===== config.mk =====
export PLATFORM = sky130hd
export DESIGN_NAME = bcd_display_driver
export DESIGN_NICKNAME = d
export VERILOG_FILES = /design/src/rtl/calc_pkg.sv /design/src/rtl/dabble_step.sv /design/src/rtl/bcd_display_driver.sv
export SDC_FILE = /design/constraint.sdc
export NUM_CORES = 1
export LEC_CHECK = 0
export CAP_MARGIN = 40
export CORE_AREA = 2 2 97 99
export CTS_CLUSTER_SIZE = 16
export DETAILED_ROUTE_END_ITERATION = 16
export DIE_AREA = 0 0 99 101
export PLACE_DENSITY_LB_ADDON = 0.05
export REMOVE_ABC_BUFFERS = 1
export SYNTH_ARGS = -nofsm -noshare
export SYNTH_HDL_FRONTEND = slang
export SYNTH_SLANG_ARGS = --single-unit

===== constraint.sdc =====
create_clock -name clock -period 3.6 [get_ports clock]
set_input_delay 0.36 -clock clock [delete_from_list [all_inputs] [get_ports clock]]
set_output_delay 0.36 -clock clock [all_outputs]
set_load 0.005 [all_outputs]

===== src/rtl/calc_pkg.sv =====
// Shared definitions for the calculator core and its display back end.
// Contents: command codes, status encoding, driver FSM states, special digit
// codes, the error sentinel value, internal BCD capacity and the add-3 helper
// used by the double-dabble step.
package calc_pkg;

    typedef enum logic [2:0] {
        CMD_NOP = 3'd0,
        CMD_ADD = 3'd1,
        CMD_SUB = 3'd2,
        CMD_MUL = 3'd3,
        CMD_DIV = 3'd4,
        CMD_CLR = 3'd5
    } cmd_t;

    typedef enum logic [1:0] {
        ST_IDLE  = 2'b00,
        ST_BUSY  = 2'b01,
        ST_OK    = 2'b10,
        ST_ERROR = 2'b11
    } status_t;

    typedef enum logic [1:0] {
        S_IDLE = 2'b00,
        S_CONV = 2'b01,
        S_EMIT = 2'b10
    } state_t;

    localparam logic [3:0]  DIGIT_ERR    = 4'hE;
    localparam logic [3:0]  DIGIT_BLANK  = 4'hF;
    localparam logic [31:0] ERR_SENTINEL = 32'hFFFF_FFFF;

    // Enough decimal digits for any 32-bit value (4294967295 has 10).
    localparam int BCD_CAP = 10;

    // Double-dabble correction: a digit >= 5 would exceed 9 after the shift.
    function automatic logic [3:0] add3_if_ge5(input logic [3:0] d);
        return (d >= 4'd5) ? (d + 4'd3) : d;
    endfunction

endpackage


===== src/rtl/dabble_step.sv =====
// One combinational double-dabble iteration over BCD_CAP digits.
// Ports:
//   bcd_in    : current BCD accumulator (digit 0 in bits [3:0])
//   msb_in    : next binary bit shifted in (MSB of the binary shift register)
//   bcd_out   : accumulator after add-3 correction and left shift
//   carry_out : bit shifted out of the top digit (nonzero means overflow)
module dabble_step
    import calc_pkg::*;
#(
    parameter int CAP = BCD_CAP
) (
    input  logic [4*CAP-1:0] bcd_in,
    input  logic             msb_in,
    output logic [4*CAP-1:0] bcd_out,
    output logic             carry_out
);

    logic [4*CAP-1:0] adj_s;

    // Apply add-3 to every digit, then shift the whole accumulator left by one.
    always_comb begin
        adj_s = '0;
        for (int i = 0; i < CAP; i++) begin
            adj_s[4*i +: 4] = add3_if_ge5(bcd_in[4*i +: 4]);
        end
        bcd_out   = {adj_s[4*CAP-2:0], msb_in};
        carry_out = adj_s[4*CAP-1];
    end

endmodule


===== src/rtl/bcd_display_driver.sv =====
// Binary-to-BCD display driver. Accepts a binary result plus error flag,
// converts it with serial double-dabble (one iteration per clock) and streams
// NDIGITS digits, least significant first, over a valid/ready interface.
// Ports:
//   clock, reset (sync, active high), clr (sync abort, same as reset)
//   in_value/in_error/in_valid/in_ready : input handshake
//   data/position/digit_valid/disp_ready: digit stream to the display mux
//   status                              : 00 idle, 01 busy, 10 ok, 11 error
// Build option: define LEADING_ZERO_BLANK_EN to blank leading zero digits
// (shown as 4'hF) in normal mode; position 0 always shows its digit.
module bcd_display_driver
    import calc_pkg::*;
#(
    parameter int WIDTH   = 32,
    parameter int NDIGITS = 8
) (
    input  logic                       clock,
    input  logic                       reset,
    input  logic                       clr,
    input  logic [WIDTH-1:0]           in_value,
    input  logic                       in_error,
    input  logic                       in_valid,
    output logic                       in_ready,
    output logic [3:0]                 data,
    output logic [$clog2(NDIGITS)-1:0] position,
    output logic                       digit_valid,
    input  logic                       disp_ready,
    output logic [1:0]                 status
);

    localparam int POS_W  = $clog2(NDIGITS);
    localparam int ITER_W = $clog2(WIDTH);
    localparam logic [POS_W-1:0]  LAST_K    = POS_W'(NDIGITS - 1);
    localparam logic [ITER_W-1:0] LAST_ITER = ITER_W'(WIDTH - 1);

    state_t               state_q, state_d;
    logic [WIDTH-1:0]     bin_q, bin_d;
    logic [4*BCD_CAP-1:0] bcd_q, bcd_d;
    logic [ITER_W-1:0]    iter_q, iter_d;
    logic [POS_W-1:0]     k_q, k_d;
    logic                 err_q, err_d;
    status_t              status_q, status_d;
    logic [3:0]           data_q, data_d;
    logic [POS_W-1:0]     pos_q, pos_d;
    logic                 dv_q, dv_d;

    logic [4*BCD_CAP-1:0] step_bcd_s;
    logic                 step_carry_s;
    logic                 ovf_s;
    logic [POS_W-1:0]     emit_idx_s;
    logic                 blank_s;
    logic [3:0]           code_s;

    dabble_step #(.CAP(BCD_CAP)) u_step (
        .bcd_in    (bcd_q),
        .msb_in    (bin_q[WIDTH-1]),
        .bcd_out   (step_bcd_s),
        .carry_out (step_carry_s)
    );

    // Result does not fit the display: anything landed above the shown digits.
    assign ovf_s = step_carry_s | (|step_bcd_s[4*BCD_CAP-1:4*NDIGITS]);

    // Digit to present next: the current index on the first EMIT cycle,
    // the following index once the current digit is already on the bus.
    assign emit_idx_s = dv_q ? (k_q + POS_W'(1)) : k_q;

`ifdef LEADING_ZERO_BLANK_EN
    logic upper_zero_s;

    // A digit is blank when it and every digit above it are zero (never digit 0).
    always_comb begin
        upper_zero_s = 1'b1;
        for (int i = 0; i < NDIGITS; i++) begin
            upper_zero_s = upper_zero_s &
                           ~((POS_W'(i) >= emit_idx_s) & (bcd_q[4*i +: 4] != 4'd0));
        end
        blank_s = upper_zero_s & (emit_idx_s != '0);
    end
`else
    assign blank_s = 1'b0;
`endif

    // Select the digit code for the next presented position.
    always_comb begin
        if (err_q) begin
            code_s = DIGIT_ERR;
        end else if (blank_s) begin
            code_s = DIGIT_BLANK;
        end else begin
            code_s = bcd_q[4*emit_idx_s +: 4];
        end
    end

    // Next-state and output logic for the IDLE -> CONV -> EMIT sequence.
    always_comb begin
        state_d  = state_q;
        bin_d    = bin_q;
        bcd_d    = bcd_q;
        iter_d   = iter_q;
        k_d      = k_q;
        err_d    = err_q;
        status_d = status_q;
        data_d   = data_q;
        pos_d    = pos_q;
        dv_d     = dv_q;
        if (clr) begin
            state_d  = S_IDLE;
            bin_d    = '0;
            bcd_d    = '0;
            iter_d   = '0;
            k_d      = '0;
            err_d    = 1'b0;
            status_d = ST_IDLE;
            data_d   = 4'd0;
            pos_d    = '0;
            dv_d     = 1'b0;
        end else begin
            case (state_q)
                S_IDLE: begin
                    if (in_valid) begin
                        status_d = ST_BUSY;
                        bcd_d    = '0;
                        iter_d   = '0;
                        k_d      = '0;
                        if (in_error || (in_value == WIDTH'(ERR_SENTINEL))) begin
                            err_d   = 1'b1;
                            bin_d   = '0;
                            state_d = S_EMIT;
                        end else begin
                            err_d   = 1'b0;
                            bin_d   = in_value;
                            state_d = S_CONV;
                        end
                    end else begin
                        state_d = S_IDLE;
                    end
                end
                S_CONV: begin
                    bcd_d  = step_bcd_s;
                    bin_d  = {bin_q[WIDTH-2:0], 1'b0};
                    iter_d = iter_q + ITER_W'(1);
                    if (iter_q == LAST_ITER) begin
                        err_d   = ovf_s;
                        state_d = S_EMIT;
                    end else begin
                        state_d = S_CONV;
                    end
                end
                S_EMIT: begin
                    if (!dv_q) begin
                        dv_d   = 1'b1;
                        data_d = code_s;
                        pos_d  = k_q;
                    end else if (disp_ready) begin
                        if (k_q == LAST_K) begin
                            dv_d     = 1'b0;
                            state_d  = S_IDLE;
                            status_d = err_q ? ST_ERROR : ST_OK;
                        end else begin
                            k_d    = emit_idx_s;
                            data_d = code_s;
                            pos_d  = emit_idx_s;
                        end
                    end else begin
                        dv_d = dv_q;
                    end
                end
                default: begin
                    state_d = S_IDLE;
                    dv_d    = 1'b0;
                end
            endcase
        end
    end

    // State and output registers with synchronous reset.
    always_ff @(posedge clock) begin
        if (reset) begin
            state_q  <= S_IDLE;
            bin_q    <= '0;
            bcd_q    <= '0;
            iter_q   <= '0;
            k_q      <= '0;
            err_q    <= 1'b0;
            status_q <= ST_IDLE;
            data_q   <= 4'd0;
            pos_q    <= '0;
            dv_q     <= 1'b0;
        end else begin
            state_q  <= state_d;
            bin_q    <= bin_d;
            bcd_q    <= bcd_d;
            iter_q   <= iter_d;
            k_q      <= k_d;
            err_q    <= err_d;
            status_q <= status_d;
            data_q   <= data_d;
            pos_q    <= pos_d;
            dv_q     <= dv_d;
        end
    end

    assign in_ready    = (state_q == S_IDLE) && !clr;
    assign data        = data_q;
    assign position    = pos_q;
    assign digit_valid = dv_q;
    assign status      = status_q;

endmodule


==> impl_metrics.env <==
export IMPL_n_antenna_cell=0
export IMPL_grt_usage_pct=21.8
export IMPL_synth_most_common_cell="dfxtp_1"
export IMPL_reg2reg_from="k_q[0]"
export IMPL_cp_end_kind="register"
export IMPL_cap_violations=0
export IMPL_post_cts_setup_buffer_count=0
export IMPL_coreArea_sq_mm=0.00898
export IMPL_first_global_vias=3723
export IMPL_power_mw=1.82
export IMPL_post_route_min_period_ns=2.22
export IMPL_slew_headroom_pct=42.6
export IMPL_antenna_found_initial=0
export IMPL_drive_above_1_share_pct=5.89
export IMPL_rsz0062_at_grt="no"
export IMPL_avgViaCountPerCell=5.83
export IMPL_syn_to_final_growth_pct=14.8
export IMPL_htree_levels=3
export IMPL_drt_first_pass_iters=10
export IMPL_hold_violations=0
export IMPL_yosysWarnings=0
export IMPL_gp_congestion=0.836
export IMPL_overflow=0
export IMPL_drtIter0Drc=272
export IMPL_worstPathRequired_ns=3.85
export IMPL_slew_viol_final=0
export IMPL_die_area_sq_mm=0.0100
export IMPL_cts_root_buf="clkbuf_8"
export IMPL_synthArstFlopShare_pct=0
export IMPL_synthFlopType="dfxtp_1"
export IMPL_layoutNonFillerInstCount=705
export IMPL_start_util_pct=53.2
export IMPL_min_from="bin_q[0]"
export IMPL_synthCells=552
export IMPL_cp_arrival_ns=2.47
export IMPL_period_share_pct=61.6
export IMPL_fmax_ghz=0.451
export IMPL_synth_top_area_share_pct=39.0
export IMPL_num_rows=35
export IMPL_cts_buffers=9
export IMPL_wl_per_cell_um=15.2
export IMPL_final_nets=651
export IMPL_clk_latency_ns=0.37
export IMPL_avgSynthCellArea_sq_um=8.65
export IMPL_dp_hpwl_mm=7.38
export IMPL_cts_resized=0
export IMPL_placedCellCount=689
export IMPL_max_slew_worst_pin_slew_ns=0.861
export IMPL_tritoncts="done"
export IMPL_p_leak_nw=2.15
export IMPL_drc=0
export IMPL_ys_ff_latch=93
export IMPL_holdWs_ns=0.470
export IMPL_grt_pass1_wl_mm=17.7
export IMPL_final_setup_tns_ns=0
export IMPL_hold_path_class="reg -> reg"
export IMPL_crit_path_max_fanout=11
export IMPL_synth_top_cell_by_area="dfxtp_1"
export IMPL_setup_viol=0
export IMPL_synthTopCellsByCount="dfxtp_1 (93), inv_1 (52), nor2_1 (51)"
export IMPL_final_antenna_net_count=0
export IMPL_yosysSeqAreaShare_pct=39.0
export IMPL_skew_ns=0.0124
export IMPL_clk_pin_slew_ns=0.09
export IMPL_syn_area_sq_mm=0.00478
export IMPL_critPathKind="reg -> reg"
export IMPL_io_buffers=48
export IMPL_grt_max_degree=57
export IMPL_rrSetupSlack_ns=1.38
export IMPL_cts_hold_buf=0
export IMPL_die_w_um=99
export IMPL_fin_util_pct=61.1
export IMPL_ios=49
export IMPL_p_per_area_mw_per_mm2=333
export IMPL_cts_max_path_buffers=2
export IMPL_yosys_top_cells_area="dfxtp_1 (39%), a222oi_1 (6.5%), ha_1 (6.3%), mux2i_1 (5.7%), a21oi_1 (5.2%)"
export IMPL_ys_types=48
export IMPL_num_vias=4110
export IMPL_synth_edf_count=0
export IMPL_startpoint="k_q[0]"
export IMPL_status="completed"
export IMPL_fp_dieH_um=101
export IMPL_cts_sinks=93
export IMPL_ir_drop_mv=0.224
export IMPL_wirelength_mm=10.8
export IMPL_setup_worst_path_start_class="register"
worst paths after layout:
check             cells after the start       end
setup / recovery                      6   data[2]
setup reg to reg                      6   data[2]
hold reg to reg                       2  bin_q[0]
hold / removal                        2  bin_q[0]
logic make-up (layout without fill, tap and decap cells):
group / after synthesis / after routing / share of synthesized area [%]
AND/OR/NAND/NOR: 154 / 154 / 16.3
AO/OA/AOI/OAI: 153 / 153 / 21.5
flip-flops: 93 / 93 / 39.0
buffers and inverters: 83 / 125 / 7.54
multiplexers: 28 / 28 / 6.13
adder cells (fa/ha/maj): 24 / 24 / 6.29
XOR/XNOR: 17 / 17 / 3.27
state kept, by name, summed over array words and instances (netlist names):
name / flops
err_q: 1
data: 4
position: 3
status: 2
bcd_q: 40
bin_q: 32
digit_valid: 1
iter_q: 5
state_q: 2
k_q: 3
per-stage QoR:
stage / instance area, sq um / setup WS (ns)
after CTS: 5480 / 1.37
after floorplan: 4610 / 0.155
after detailed placement: 5310 / 1.13
final: 5480 / 1.38
after global routing: 5480 / 1.23
after global placement: 5310 / 1.19
routing by layer:
metal  part of all wire (%)  GRT usage (%)
met1                     48           29.6
met2                     46           34.9
met3                    5.2           4.65
met4                   0.89           6.85
met5                      0              0
layout by cell type (no fill, tap or decap), drive strengths merged, types with 4 or more instances in the layout:
master         count
a222oi            31
xor2               7
nand4             11
nor3              18
dfxtp             93
and2              11
a21oi             50
inv               53
nand2             18
mux2i             27
a211oi             4
a22oi             17
clkdlybuf4s50     48
buf                9
o21ai             35
nand3             13
nor2              51
clkbuf             9
xnor2             10
ha                24
nand2b            16
cell type report:
class                           count  area, sq um
Clock buffer                        9          124
Clock inverter                      7         50.0
Fill cell                         815         3490
Inverter                           52          195
Multi-Input combinational cell    376         2570
Sequential cell                    93         1860
Tap cell                          111          139
Timing Repair Buffer               57          548
worst max-delay path, cell delays in order (launching register included):
cell and delay [ns]:
dfxtp_1 0.38, ha_1 0.23, ha_1 0.22, nand2b_1 0.15
a21oi_1 0.69, nor2b_1 0.32, a21oi_1 0.10
power breakdown:
part	internal (mW)	switching (mW)	leakage (nW)	total (mW)
sequential	1.04	0.00913	0.751	1.05
clock	0.252	0.387	0.0816	0.638
combinational	0.0618	0.0752	1.31	0.137
No activity file was read; power rests on OpenSTA's default activity.
